==> config.mk <==
export PLATFORM = sky130hd
export DESIGN_NAME = weighted_resource_scheduler
export DESIGN_NICKNAME = d
export VERILOG_FILES = /design/src/rtl/weighted_resource_scheduler.sv
export SDC_FILE = /design/constraint.sdc
export NUM_CORES = 1
export LEC_CHECK = 0
export BUFFER_PORTS_ARGS = -buffer_cell sky130_fd_sc_hd__buf_2
export CAP_MARGIN = 0
export CORE_UTILIZATION = 52
export CTS_BUF_LIST = sky130_fd_sc_hd__clkbuf_16
export DETAILED_ROUTE_END_ITERATION = 16
export PLACE_DENSITY = 0.75
export SYNTH_ARGS = -nofsm -noshare
export SYNTH_HDL_FRONTEND = slang
export SYNTH_SLANG_ARGS = --single-unit
==> constraint.sdc <==
create_clock -name clk -period 2.77 [get_ports clk]
set_clock_uncertainty 0.05 [all_clocks]
set_input_delay 0.554 -clock clk [delete_from_list [all_inputs] [get_ports clk]]
set_output_delay 0.554 -clock clk [all_outputs]
set_load 0.05 [all_outputs]
==> src/rtl/weighted_resource_scheduler.sv <==
// Weighted round-robin grant of one shared resource between two pipelines,
// with an outstanding-request credit limit and per-pipeline flush masking.
module weighted_resource_scheduler #(
  parameter int WEIGHT_1        = 2,
  parameter int WEIGHT_2        = 1,
  parameter int MAX_OUTSTANDING = 4,
  parameter int CNT_W           = 4
) (
  input  logic             clk,
  input  logic             reset,
  input  logic             in_valid_1,
  input  logic             in_valid_2,
  input  logic             in_flush_1,
  input  logic             in_flush_2,
  input  logic             in_flush_done_1,
  input  logic             in_flush_done_2,
  input  logic             in_ready,
  input  logic             in_resp_valid,
  output logic             out_valid,
  output logic             out_choice,
  output logic             out_stall_1,
  output logic             out_stall_2,
  output logic [CNT_W-1:0] out_outstanding,
  output logic             out_error
);

  localparam logic [CNT_W-1:0] W1  = CNT_W'(WEIGHT_1);
  localparam logic [CNT_W-1:0] W2  = CNT_W'(WEIGHT_2);
  localparam logic [CNT_W-1:0] MAX = CNT_W'(MAX_OUTSTANDING);
  localparam logic [CNT_W-1:0] ONE = CNT_W'(1);

  logic             ptr_q, ptr_d;
  logic [CNT_W-1:0] burst_q, burst_d;
  logic             mask_1_q, mask_1_d;
  logic             mask_2_q, mask_2_d;
  logic [CNT_W-1:0] outst_q, outst_d;
  logic             err_q, err_d;
  logic             choice_q, choice_d;

  logic             elig_1, elig_2;
  logic             credit_ok, issue;
  logic             choice;
  logic             grant_1, grant_2;
  logic [CNT_W-1:0] wgt;

  always_comb begin
    elig_1    = in_valid_1 & ~in_flush_1 & ~mask_1_q;
    elig_2    = in_valid_2 & ~in_flush_2 & ~mask_2_q;
    credit_ok = outst_q < MAX;
    issue     = (elig_1 | elig_2) & credit_ok & in_ready;

    // With no eligible requester the last choice is simply held
    if (elig_1 && elig_2) begin
      choice = ptr_q;
    end else if (elig_2) begin
      choice = 1'b1;
    end else if (elig_1) begin
      choice = 1'b0;
    end else begin
      choice = choice_q;
    end

    grant_1  = issue & ~choice;
    grant_2  = issue & choice;
    choice_d = choice;
    wgt      = choice ? W2 : W1;
  end

  always_comb begin
    ptr_d   = ptr_q;
    burst_d = burst_q;
    if (issue) begin
      if (choice == ptr_q) begin
        if (burst_q + ONE == wgt) begin
          ptr_d   = ~choice;
          burst_d = '0;
        end else begin
          burst_d = burst_q + ONE;
        end
      end else if (wgt == ONE) begin
        ptr_d   = ~choice;
        burst_d = '0;
      end else begin
        ptr_d   = choice;
        burst_d = ONE;
      end
    end
  end

  always_comb begin
    mask_1_d = mask_1_q ? (in_flush_1 | ~in_flush_done_1) : in_flush_1;
    mask_2_d = mask_2_q ? (in_flush_2 | ~in_flush_done_2) : in_flush_2;
  end

  always_comb begin
    outst_d = outst_q;
    err_d   = err_q;
    if (in_resp_valid && outst_q == '0) begin
      err_d = 1'b1;
    end
    if (issue && !in_resp_valid) begin
      outst_d = outst_q + ONE;
    end else if (!issue && in_resp_valid && outst_q != '0) begin
      outst_d = outst_q - ONE;
    end
  end

  always_ff @(posedge clk) begin
    if (!reset) begin
      ptr_q    <= 1'b0;
      burst_q  <= '0;
      mask_1_q <= 1'b0;
      mask_2_q <= 1'b0;
      outst_q  <= '0;
      err_q    <= 1'b0;
      choice_q <= 1'b0;
    end else begin
      ptr_q    <= ptr_d;
      burst_q  <= burst_d;
      mask_1_q <= mask_1_d;
      mask_2_q <= mask_2_d;
      outst_q  <= outst_d;
      err_q    <= err_d;
      choice_q <= choice_d;
    end
  end

  always_comb begin
    if (!reset) begin
      out_valid       = 1'b0;
      out_choice      = 1'b0;
      out_stall_1     = 1'b1;
      out_stall_2     = 1'b1;
      out_outstanding = '0;
      out_error       = 1'b0;
    end else begin
      out_valid       = issue;
      out_choice      = choice;
      out_stall_1     = (in_valid_1 & ~grant_1) | in_flush_1 | mask_1_q;
      out_stall_2     = (in_valid_2 & ~grant_2) | in_flush_2 | mask_2_q;
      out_outstanding = outst_q;
      out_error       = err_q;
    end
  end

endmodule

==> flow_summary.yaml <==
timing:
  max_freq_mhz: 424
  hold_violations: 0
  drv_slew: 0
  setup_tns_ns: 0
  layout_setup_ws_ns: 0.412
  setup_viol: 0
  fin_crit_sh_pct: 85.1
  tightest_slew_ns: 0.321
  worst_slew_margin_rel_pct: 78.6
  rsz0062_at_grt: "no"
  fin_crit_ns: 2.36
min_path:
  hold_end: "err_q$_SDFFE_PN0P_"
  min_path_cells: 1
  hold_path.class: "flop to flop"
  hp-start: "err_q$_SDFFE_PN0P_"
clock_network:
  clk_path_buf_depth: 2
  cts_hold_buf: 0
  root_buffer: "clkbuf_16"
  clk_pin_slew_ns: 0.05
  postCtsSetupRepairBufs: 0
  cts_tree: "built"
  cts.sinks: 13
  htree_levels: 1
  numCtsBuffers: 3
  insertion_delay_ns: 0.24
  cts_resized: 0
job:
  cap_violations: 0
synthesis:
  syn_inst: 98
  async_flop_share_pct: 0
  avgSynthCellArea_um2: 8.68
  ys_warn_count: 0
  ys.flop_type: "dfxtp_1"
  syn-num-nets: 112
  synth-edff-count: 0
  synth_seq_cells: 13
  yosysSeqAreaShare_pct: 30.6
  synth.distinct_cells: 36
  syn-cell-area_um2: 851
setup_path:
  slowest_stage: "or3b_4"
  cp.required_ns: 2.17
  timing.critical_path.mode_cell: "buf_2"
  end_kind: "primary output"
  crit_buf_inv: 3
  cp-start-kind: "primary input"
  path_cells: "buf_2 -> or3b_4 -> nor2_1 -> buf_4 -> and2_1 -> buf_2"
  worst-r2r-setup-slack_ns: 0.44
  rr_startpoint: "outst_q[2]$_SDFFE_PN0P_"
  ff2ff_path_depth: 10
  slowest_delay_ns: 0.39
  crit_fanout: 6
  r2r_end: "outst_q[3]$_SDFFE_PN0P_"
  path_class: "primary input to primary output"
  worstPathArrival_ns: 1.75
  cp_top_family: "simple AND/OR/NAND/NOR gates"
final_layout:
  drive_above_1_share_pct: 26.4
  diodes: 0
  areaGrowthSynthToFinish_pct: 24.0
  fin_nets: 136
  final_util_pct: 69.2
pwr:
  power.leakage_uw: 0.000466
  total_power_uw: 937
  power_density_mw_per_mm2: 888
  peakVddDrop_v: 0.000582
detailed_routing:
  firstDrtPassIters: 4
  wl_um: 1750
  viasPerCell: 5.85
  num_vias: 802
  ant_nets: 0
  drtIter0Drc: 10
  drc_errors: 0
  wl_per_cell_um: 12.8
die:
  coreArea_mm2: 0.00152
  ios: 19
  die_h_um: 42.5
  die_area_mm2: 0.00180
  start_util_pct: 55.8
  die_x_um: 42.5
  core.rowCount: 14
global_routing:
  grt_overflow: 0
  grt_pass1_wl_um: 3090
  grt_pass1_vias: 750
  grt_usage_pct: 23.0
  antenna_found_initial: 0
  grt_max_degree: 24
placed_design:
  post-place-ws_ns: 0.215
  gp_congestion: 0.801
  io_buffers: 18
  dp_hpwl_um: 1270
outcome:
  status: "complete, no violations"
synthesized netlist by cell type (3+ instances only):
cell / n / share of area, %
o21ai_0: 5 / 2.9
nand2_1: 6 / 2.6
nor2b_1: 3 / 2.2
o21a_1: 3 / 2.6
o211ai_1: 3 / 2.6
dfxtp_1: 13 / 31
and2_1: 9 / 6.6
nor2_1: 6 / 2.6
nor3_1: 3 / 1.8
nand3_1: 4 / 2.4
inv_1: 3 / 1.3
a21oi_1: 3 / 1.8
a31oi_1: 3 / 2.2
ha_1: 3 / 4.4
how the worst max path moves through the flow:
stage,start,endpoint,depth (start not counted)
floorplan,in_valid_2,out_choice,3
global placement,in_ready,outst_q[3]$_SDFFE_PN0P_,11
detailed placement,in_ready,outst_q[3]$_SDFFE_PN0P_,11
CTS,outst_q[2]$_SDFFE_PN0P_,out_valid,5
global route,outst_q[2]$_SDFFE_PN0P_,outst_q[3]$_SDFFE_PN0P_,10
finish,in_ready,out_valid,6
where the power goes:
group          total [uW]  leakage, uW  internal, uW  switching (uW)
clock                 273    0.0000423           191            82.5
sequential            272     0.000107           227            45.2
combinational         392     0.000317           175             217
total                 937     0.000466           592             345
per-stage QoR:
step / instances / hold WS [ns] / instance area (um^2)
finish: 137 / 0.415 / 1050
global route: 137 / 0.440 / 1050
CTS: 137 / 0.417 / 1050
detailed placement: 133 / 0.406 / 976
global placement: 133 / 0.392 / 976
floorplan: 98 / 0.382 / 851
final cells by class:
cell class                      count  area, um^2
Clock buffer                        3        75.1
Clock inverter                      1        3.75
Fill cell                         139         469
Inverter                            3        11.3
Multi-Input combinational cell     80         572
Sequential cell                    13         260
Tap cell                           16        20.0
Timing Repair Buffer               21         113
sequential cells by signal (all words and copies together), names as in the netlist:
| signal | count |
|---|---|
| ptr_q | 1 |
| outst_q | 4 |
| burst_q | 4 |
| mask_2_q | 1 |
| choice_q | 1 |
| mask_1_q | 1 |
| err_q | 1 |
routing by layer:
metal  GRT usage (%)  vias to the layer above  wire length [um]
met2            37.2                       16               888
met4            10.6                        0                10
met3            6.47                        2                60
met5               0                        -                 0
li1                -                      405                 -
met1            28.0                      379               789
cell families (layout without fill, tap and decap cells):
family / Yosys count / after routing / share of synthesized area, %
simple gates: 43 / 43 / 31.0
fa+ha+maj: 4 / 4 / 6.77
flops: 13 / 13 / 30.6
mux: 1 / 1 / 1.18
buf+inv: 5 / 28 / 2.21
compound gates: 28 / 28 / 24.1
xor+xnor: 4 / 4 / 4.12
placed cells by master, fill, tap and decap left out, types with 3 or more instances in the layout:
cell type,instances
buf_2,18
dfxtp_1,13
and2_1,9
nor2_1,6
nand2_1,6
o21ai_0,5
inv_1,4
nand3_1,4
a21oi_1,3
o211ai_1,3
a31oi_1,3
nor2b_1,3
o21a_1,3
nor3_1,3
ha_1,3
clkbuf_16,3
buf_4,3
No activity file was read; power rests on OpenSTA's default activity.
